## config.mk

```make
export PLATFORM = sky130hd
export DESIGN_NAME = mem_stage_ctrl
export DESIGN_NICKNAME = d
export VERILOG_FILES = /design/src/rtl/mem_stage_pkg.sv /design/src/rtl/mem_stage_ctrl_wait_cnt.sv /design/src/rtl/mem_stage_ctrl.sv
export SDC_FILE = /design/constraint.sdc
export NUM_CORES = 1
export LEC_CHECK = 0
export ABC_AREA = 1
export BUFFER_PORTS_ARGS = -buffer_cell sky130_fd_sc_hd__buf_2
export CORE_UTILIZATION = 43
export DETAILED_ROUTE_END_ITERATION = 6
export GPL_TIMING_DRIVEN = 0
export PLACE_DENSITY = 0.84
export SETUP_SLACK_MARGIN = 0.15
export SLEW_MARGIN = 20
export SYNTH_ARGS = -nofsm -noshare
export SYNTH_HDL_FRONTEND = slang
export SYNTH_SLANG_ARGS = --single-unit
```

## constraint.sdc

```tcl
create_clock -name clk -period 1.7 [get_ports clk]
set_clock_uncertainty 0.2 [all_clocks]
set_input_delay 0.17 -clock clk [delete_from_list [all_inputs] [get_ports clk]]
set_output_delay 0.17 -clock clk [all_outputs]
set_load 0.02 [all_outputs]
```

## src/rtl/mem_stage_pkg.sv

```systemverilog
// Shared types and constants for the memory-stage access controller.
// Holds the FSM state encoding, data width and the default abort timeout.
package mem_stage_pkg;

  localparam int DATA_W      = 16;
  localparam int TIMEOUT_DEF = 15;

  localparam logic [2:0] IDLE   = 3'd0;
  localparam logic [2:0] REQ    = 3'd1;
  localparam logic [2:0] WAIT   = 3'd2;
  localparam logic [2:0] RESP   = 3'd3;
  localparam logic [2:0] HALTED = 3'd4;

  typedef enum logic [2:0] {
    ST_IDLE   = IDLE,
    ST_REQ    = REQ,
    ST_WAIT   = WAIT,
    ST_RESP   = RESP,
    ST_HALTED = HALTED
  } state_t;

  // A 16-bit access is misaligned when it targets an odd byte address.
  function automatic logic is_misaligned(input logic [DATA_W-1:0] addr);
    return addr[0];
  endfunction

endpackage

```

## src/rtl/mem_stage_ctrl_wait_cnt.sv

```systemverilog
// Clearable up-counter that flags the cycle in which it reaches TIMEOUT.
// tc is combinational from the registered count; no backpressure.
module wait_cnt #(
  parameter int CW      = 8,
  parameter int TIMEOUT = 15
) (
  input  logic clk,
  input  logic rst,
  input  logic clr,
  input  logic inc,
  output logic tc
);

  logic [CW-1:0] cnt;

  always_ff @(posedge clk or negedge rst) begin
    if (!rst) begin
      cnt <= '0;
    end else if (clr) begin
      cnt <= '0;
    end else if (inc) begin
      cnt <= cnt + CW'(1);
    end
  end

  // Terminal count fires in the cycle whose increment lands on TIMEOUT.
  assign tc = inc & (cnt == CW'(TIMEOUT - 1));

endmodule

```

## src/rtl/mem_stage_ctrl.sv

```systemverilog
// Memory-stage controller: one-cycle dm_en command, waits for dm_done, pulses wb_valid; stall holds upstream.
// Min load latency request->wb_valid is 3 cycles; dm_busy delays the command. MEM_ALIGN_CHK_EN rejects odd addresses.
module mem_stage_ctrl
  import mem_stage_pkg::*;
#(
  parameter int TIMEOUT = TIMEOUT_DEF,
  parameter int CW      = 8
) (
  input  logic              clk,
  input  logic              rst,
  input  logic              ex_valid,
  input  logic              ex_memen,
  input  logic              ex_memwr,
  input  logic [DATA_W-1:0] ex_addr,
  input  logic [DATA_W-1:0] ex_wdata,
  input  logic              ex_halt,
  output logic              stall,
  output logic              wb_valid,
  output logic [DATA_W-1:0] wb_rdata,
  output logic              err,
  output logic              halted,
  output logic              dm_en,
  output logic              dm_wr,
  output logic [DATA_W-1:0] dm_addr,
  output logic [DATA_W-1:0] dm_wdata,
  output logic              dm_dump,
  input  logic [DATA_W-1:0] dm_rdata,
  input  logic              dm_done,
  input  logic              dm_busy
);

  state_t state;
  logic   cmd_wr;
  logic   cnt_tc;
  logic   req_halt;
  logic   req_mem;
  logic   misaligned;

  assign req_halt = ex_valid & ex_halt;
  assign req_mem  = ex_valid & ex_memen;

`ifdef MEM_ALIGN_CHK_EN
  assign misaligned = is_misaligned(ex_addr);
`else
  assign misaligned = 1'b0;
`endif

  wait_cnt #(
    .CW      (CW),
    .TIMEOUT (TIMEOUT)
  ) u_wait_cnt (
    .clk (clk),
    .rst (rst),
    .clr (state == ST_REQ),
    .inc (state == ST_WAIT),
    .tc  (cnt_tc)
  );

  assign stall = ((state == ST_IDLE) & ex_valid & (ex_memen | ex_halt))
               | (state == ST_REQ)
               | (state == ST_WAIT)
               | (state == ST_HALTED);

  always_ff @(posedge clk or negedge rst) begin
    if (!rst) begin
      state    <= ST_IDLE;
      cmd_wr   <= 1'b0;
      dm_en    <= 1'b0;
      dm_wr    <= 1'b0;
      dm_addr  <= '0;
      dm_wdata <= '0;
      dm_dump  <= 1'b0;
      wb_valid <= 1'b0;
      wb_rdata <= '0;
      err      <= 1'b0;
      halted   <= 1'b0;
    end else begin
      dm_en    <= 1'b0;
      dm_wr    <= 1'b0;
      dm_dump  <= 1'b0;
      wb_valid <= 1'b0;
      case (state)
        ST_IDLE: begin
          if (req_halt) begin
            dm_dump <= 1'b1;
            halted  <= 1'b1;
            state   <= ST_HALTED;
          end else if (req_mem) begin
            if (misaligned) begin
              // Rejected without touching memory, so dm_busy is irrelevant.
              err      <= 1'b1;
              wb_rdata <= '0;
              wb_valid <= 1'b1;
              state    <= ST_RESP;
            end else if (!dm_busy) begin
              dm_addr  <= ex_addr;
              dm_wdata <= ex_wdata;
              cmd_wr   <= ex_memwr;
              dm_en    <= 1'b1;
              dm_wr    <= ex_memwr;
              state    <= ST_REQ;
            end
          end
        end
        ST_REQ: begin
          state <= ST_WAIT;
        end
        ST_WAIT: begin
          if (dm_done) begin
            if (!cmd_wr) begin
              wb_rdata <= dm_rdata;
            end
            wb_valid <= 1'b1;
            state    <= ST_RESP;
          end else if (cnt_tc) begin
            err      <= 1'b1;
            wb_rdata <= '0;
            wb_valid <= 1'b1;
            state    <= ST_RESP;
          end
        end
        // EX still shows the finished instruction here, so it is not re-examined.
        ST_RESP: begin
          state <= ST_IDLE;
        end
        ST_HALTED: begin
          state <= ST_HALTED;
        end
        default: begin
          state <= ST_IDLE;
        end
      endcase
    end
  end

endmodule
```

After elaboration in Yosys (flattened, before gate mapping)
Cells that the tools add are included.

cells by class
  add/sub/neg operators = 1
  equal/unequal tests = 8
  multiplexer cells = 24
  reductions and logical operators = 8
  bitwise operators = 12

operator list
  kind                   count
  $mux W16               3
  $mux W8                2
  $mux W3                5
  $mux W1                13
  $pmux W3 S4            1
  $ne A3 B3 Y1 const B   3
  $reduce_and A3 Y1      3
  $add A8 B1 Y8 const B  1
  $eq A8 B4 Y1 const B   1
  $and A1 B1 Y1          5
  $or A1 B1 Y1           4
  $reduce_and A4 Y1      1
  $reduce_bool A2 Y1     2
  $eq A3 B1 Y1 const B   1
  $eq A3 B2 Y1 const B   1
  $eq A3 B3 Y1 const B   1
  $logic_not A3 Y1       1
  $not A1 Y1             3
  $ne A2 B2 Y1 const B   1
  $reduce_and A2 Y1      1

word-level totals
  input port bits = 56
  flip-flop bits (word level) = 66
  output and inout port bits = 55
  word-level logic and storage cells = 65

Depth between registers and ports, before layout
  depth after elaboration = 6
  depth in mapped cells = 10
  gate-level depth less buffers = 9

Hierarchy
A second synthesis with hierarchy kept.

second synthesis, totals
  cells, all modules = 331
  area total of the unflattened synthesis = 2924.1 um2

modules (own cells, without submodules)
  module          instances  area each (um2)  seq. area each (um2)  cells an instance
  mem_stage_ctrl  1          2454.9           1451.4                270
  wait_cnt        1          469.2            200.2                 61

Worst setup path before layout
OpenSTA, ideal clock, no wires.

  path kind = reg2out
  start point = reg state[0]
  end point = out stall
  arrival time = 1.357 ns
  required time = 1.330 ns
  buffers on the path = 0
  setup slack = -0.027 ns
  stages on the path, launching flop included = 4
  path through = dfrtp_1 inv_1 nand2_1 o311ai_0

between the ends
  word-level cells in the longest chain between the ends = 6
  elaborated cells between the ends (all ways) = 9
  classes of those cells = 3 x eq/ne; 5 x bitwise; 1 x reduce/logical

ends and longest elaborated chain
  element                      RTL line              source
  start, declared              mem_stage_ctrl.sv:32  state_t state;
  start signal, assigned       mem_stage_ctrl.sv:66  state <= ST_IDLE;
  start signal, assigned       mem_stage_ctrl.sv:87  state <= ST_HALTED;
  start signal, assigned       mem_stage_ctrl.sv:94  state <= ST_RESP;
  $logic_not A3 Y1             mem_stage_ctrl.sv:59  assign stall = ((state == ST_IDLE) & ex_valid & (ex_memen | ex_halt))
  $and A1 B1 Y1 (2 in series)  mem_stage_ctrl.sv:59
  $or A1 B1 Y1                 mem_stage_ctrl.sv:60  | (state == ST_REQ)
  $or A1 B1 Y1                 mem_stage_ctrl.sv:61  | (state == ST_WAIT)
  $or A1 B1 Y1 (*)             mem_stage_ctrl.sv:62  | (state == ST_HALTED);
  end, declared                mem_stage_ctrl.sv:17  output logic stall,

Mark *: on every way between the ends. The rest lies on a longest branch, timed or not.

Worst setup path after layout
Same ends and word-level chain as after synthesis.

==> out/metrics.cfg <==
[worst_hold_path]
hold_class = in -> async

[cts]
clk-insertion-delay-late_ns = 0.37
cts_sinks = 66
cts_buffer_depth = 2
clk_pin_slew_worst_paths_ns = 0.09
cts_tree = yes
h-tree-depth = 3
cts_root_buf = clkbuf_8
numCtsBuffers = 9

[final_layout]
instances_no_fill = 586
drive_above_1_share_pct = 57.5
utilization_pct = 84.1
antennaDiodeCount = 0
nets = 564
fill_cells = 241
area_growth_pct = 85.6

[timing]
finalCriticalPeriod_ns = 1.85
setup_viol = 49
worst_pin_slew_ns = 0.582
fmaxAchievable_mhz = 541
maxSlewHeadroom_pct = 61.1
timing.final.crit_share_pct = 109
grt_setup_unrepaired = true
setup_slack_ns = -0.150
whs_ns = 0.0788
finalHoldViolCount = 0
drv_slew = 0

[placement]
place_ws_ns = -0.228
dp_hpwl_um = 4660
globalplace.congestion = 0.770
io_buffers = 109
dpl.cell_count = 492

[global_route]
grt_pass1_vias = 3224
grt_overflow = 0
grt_util_all_layers_pct = 32.8
grt_max_degree = 43
antenna_found_initial = 0
grt_pass1_wl_um = 15500

[drt]
drt_wl_total_um = 12600
detail_route.iter0.violations = 285
ant_nets = 0
drt-wirelength-per-cell_um = 21.5
drc_errors = 0
first_pass_iters = 5
num_vias = 3366
routed_via_density = 5.74

[power_and_ir_drop]
p_leak_nw = 2.67
ir_drop_mv = 1.15
powerDensity_mw_per_mm2 = 1710

[flow_run]
maxCapViolCount = 0

[synth]
yosysMostFrequentCell = nand2_1
synth-edff-count = 0
ys_ff_latch = 66
ys.flop_type = dfrtp_1
async_reset_ff_share_pct = 100
synth_common_cells = nand2_1 (149), dfrtp_1 (66), inv_1 (18), nand4_1 (16), o21ai_0 (10)
synth_top_area_share_pct = 60.8
synth.area.top_cells = dfrtp_1 (61%), nand2_1 (21%), nand4_1 (3.7%)
syn_area_mm2 = 0.00272
synth_area_leader_cell = dfrtp_1
yosysUniqueCellTypes = 26
syn_avg_cell_area_um2 = 8.84
syn_inst = 307
synth_nets = 365
ys_warn_count = 0
seq_area_frac_synth_pct = 60.8

[critical_path]
arrival_ns = 1.48
crit_fanout = 3
path_cells = buf_6 -> inv_4 -> nand2_4 -> inv_2 -> o21ai_2 -> o311ai_4 -> buf_6
cpMaxStageDelayCell = dfrtp_1
cpMostUsedCell = buf_6
crit_required_ns = 1.33
crit_type = reg -> out
end_kind = output pin
cpPeakStageDelay_ns = 0.43
startpoint_type = register

[floorplanning]
coreArea_mm2 = 0.00599
die_y_um = 81.5
io_pins = 111
num_rows = 28
die_area_mm2 = 0.00664
start_util_pct = 45.3
fp.dieW_um = 81.5

[status]
status = finished with violations
violations = setup timing

[repair_timing]
action | in CTS | in global routing
pin swaps | 48 | 46
buffers inserted | 16 | 3
setup endpoints to repair | 52 | 60
resized for setup | 110 | 108
cloned | 8 | 1
hold endpoints to repair | 116 | 0
hold buffers | 50 | 0
[path summary, 6_finish.rpt]
path | startpoint | to | slack [ns] | cells after the start
max | state[0] | stall | -0.15 | 7
min | rst | dm_addr[10] | 0.08 | 2
max reg2reg | state[0] | cmd_wr | -0.12 | 8
min reg2reg | wb_rdata[7] | wb_rdata[7] | 0.29 | 2
max in group asynchronous | rst | wb_rdata[7] | 0.67 | 3
min in group clk | dm_busy | state[0] | 0.08 | 4
[final cells by class]
type	instances	area, um^2	share of cell area (%)
sequential	66	1650	32.8
multi-input combinational	208	1460	28.9
timing repair buffer	186	1370	27.3
buffer	12	131	2.61
clock buffer	9	124	2.46
clock inverter	7	101	2.01
inverter	22	95.1	1.89
tap	75	93.8	1.86
timing repair inverter	1	8.76	0.174
[power by group]
| group | switching, mW | internal (mW) |
|---|---|---|
| clock network | 0.728 | 0.835 |
| registers | 0.652 | 2.22 |
| logic | 2.55 | 1.62 |
[state kept, by name (all words and copies together) (netlist names)]
name and flops:
dm_addr 16, dm_wdata 16, wb_rdata 16, u_wait_cnt.cnt 8, state 3, cmd_wr 1, dm_dump 1, dm_en 1
dm_wr 1, err 1, halted 1, wb_valid 1
[cells in the final DEF, fill, tap and decap left out, types with 5 or more instances in the layout]
cell | synthesis | routed
buf_4 | 3 | 10
nand4_1 | 16 | 16
clkbuf_8 | 0 | 9
nand2_2 | 1 | 68
nand2_4 | 0 | 33
dlygate4sd3_1 | 0 | 50
buf_6 | 1 | 16
o21ai_0 | 10 | 7
inv_1 | 18 | 11
inv_2 | 3 | 7
nand2_1 | 149 | 49
buf_8 | 0 | 7
dfrtp_1 | 66 | 64
buf_2 | 2 | 107
nand3_1 | 7 | 5
[metrics by stage]
step           power [mW]  TNS [ns]  area, um^2
2_1_floorplan        4.26         0        2720
3_3_place_gp         5.15    -0.596        3350
3_5_place_dp         5.27     -1.63        3380
4_1_cts              7.58   -0.0912        4650
5_1_grt              8.87     -4.94        5040
6_report             8.61     -2.48        5040
[logic make-up after synthesis]
group           synth area share (%)
simple gates                    28.4
flops                           60.8
buf+inv                         5.48
compound gates                  4.06
fa+ha+maj                      0.922
xor+xnor                       0.323
[per-layer routing]
layer	vias to the layer above	track usage, %	routed length [um]	share of wire [%]
met5	-	0	0	0
li1	1372	-	-	-
met2	301	56.8	6290	50
met1	1609	35.5	4320	34
met3	84	9.56	1150	9.1
met4	0	19.5	861	6.8
[worst max-delay path: cells and delay by family (launching register included)]
family                 cells  cell delay, ns
AO/OA/AOI/OAI              2            0.23
buffers and inverters      4            0.37
flip-flops                 1            0.43
AND/OR/NAND/NOR            1            0.09
No activity file was read; power rests on OpenSTA's default activity.
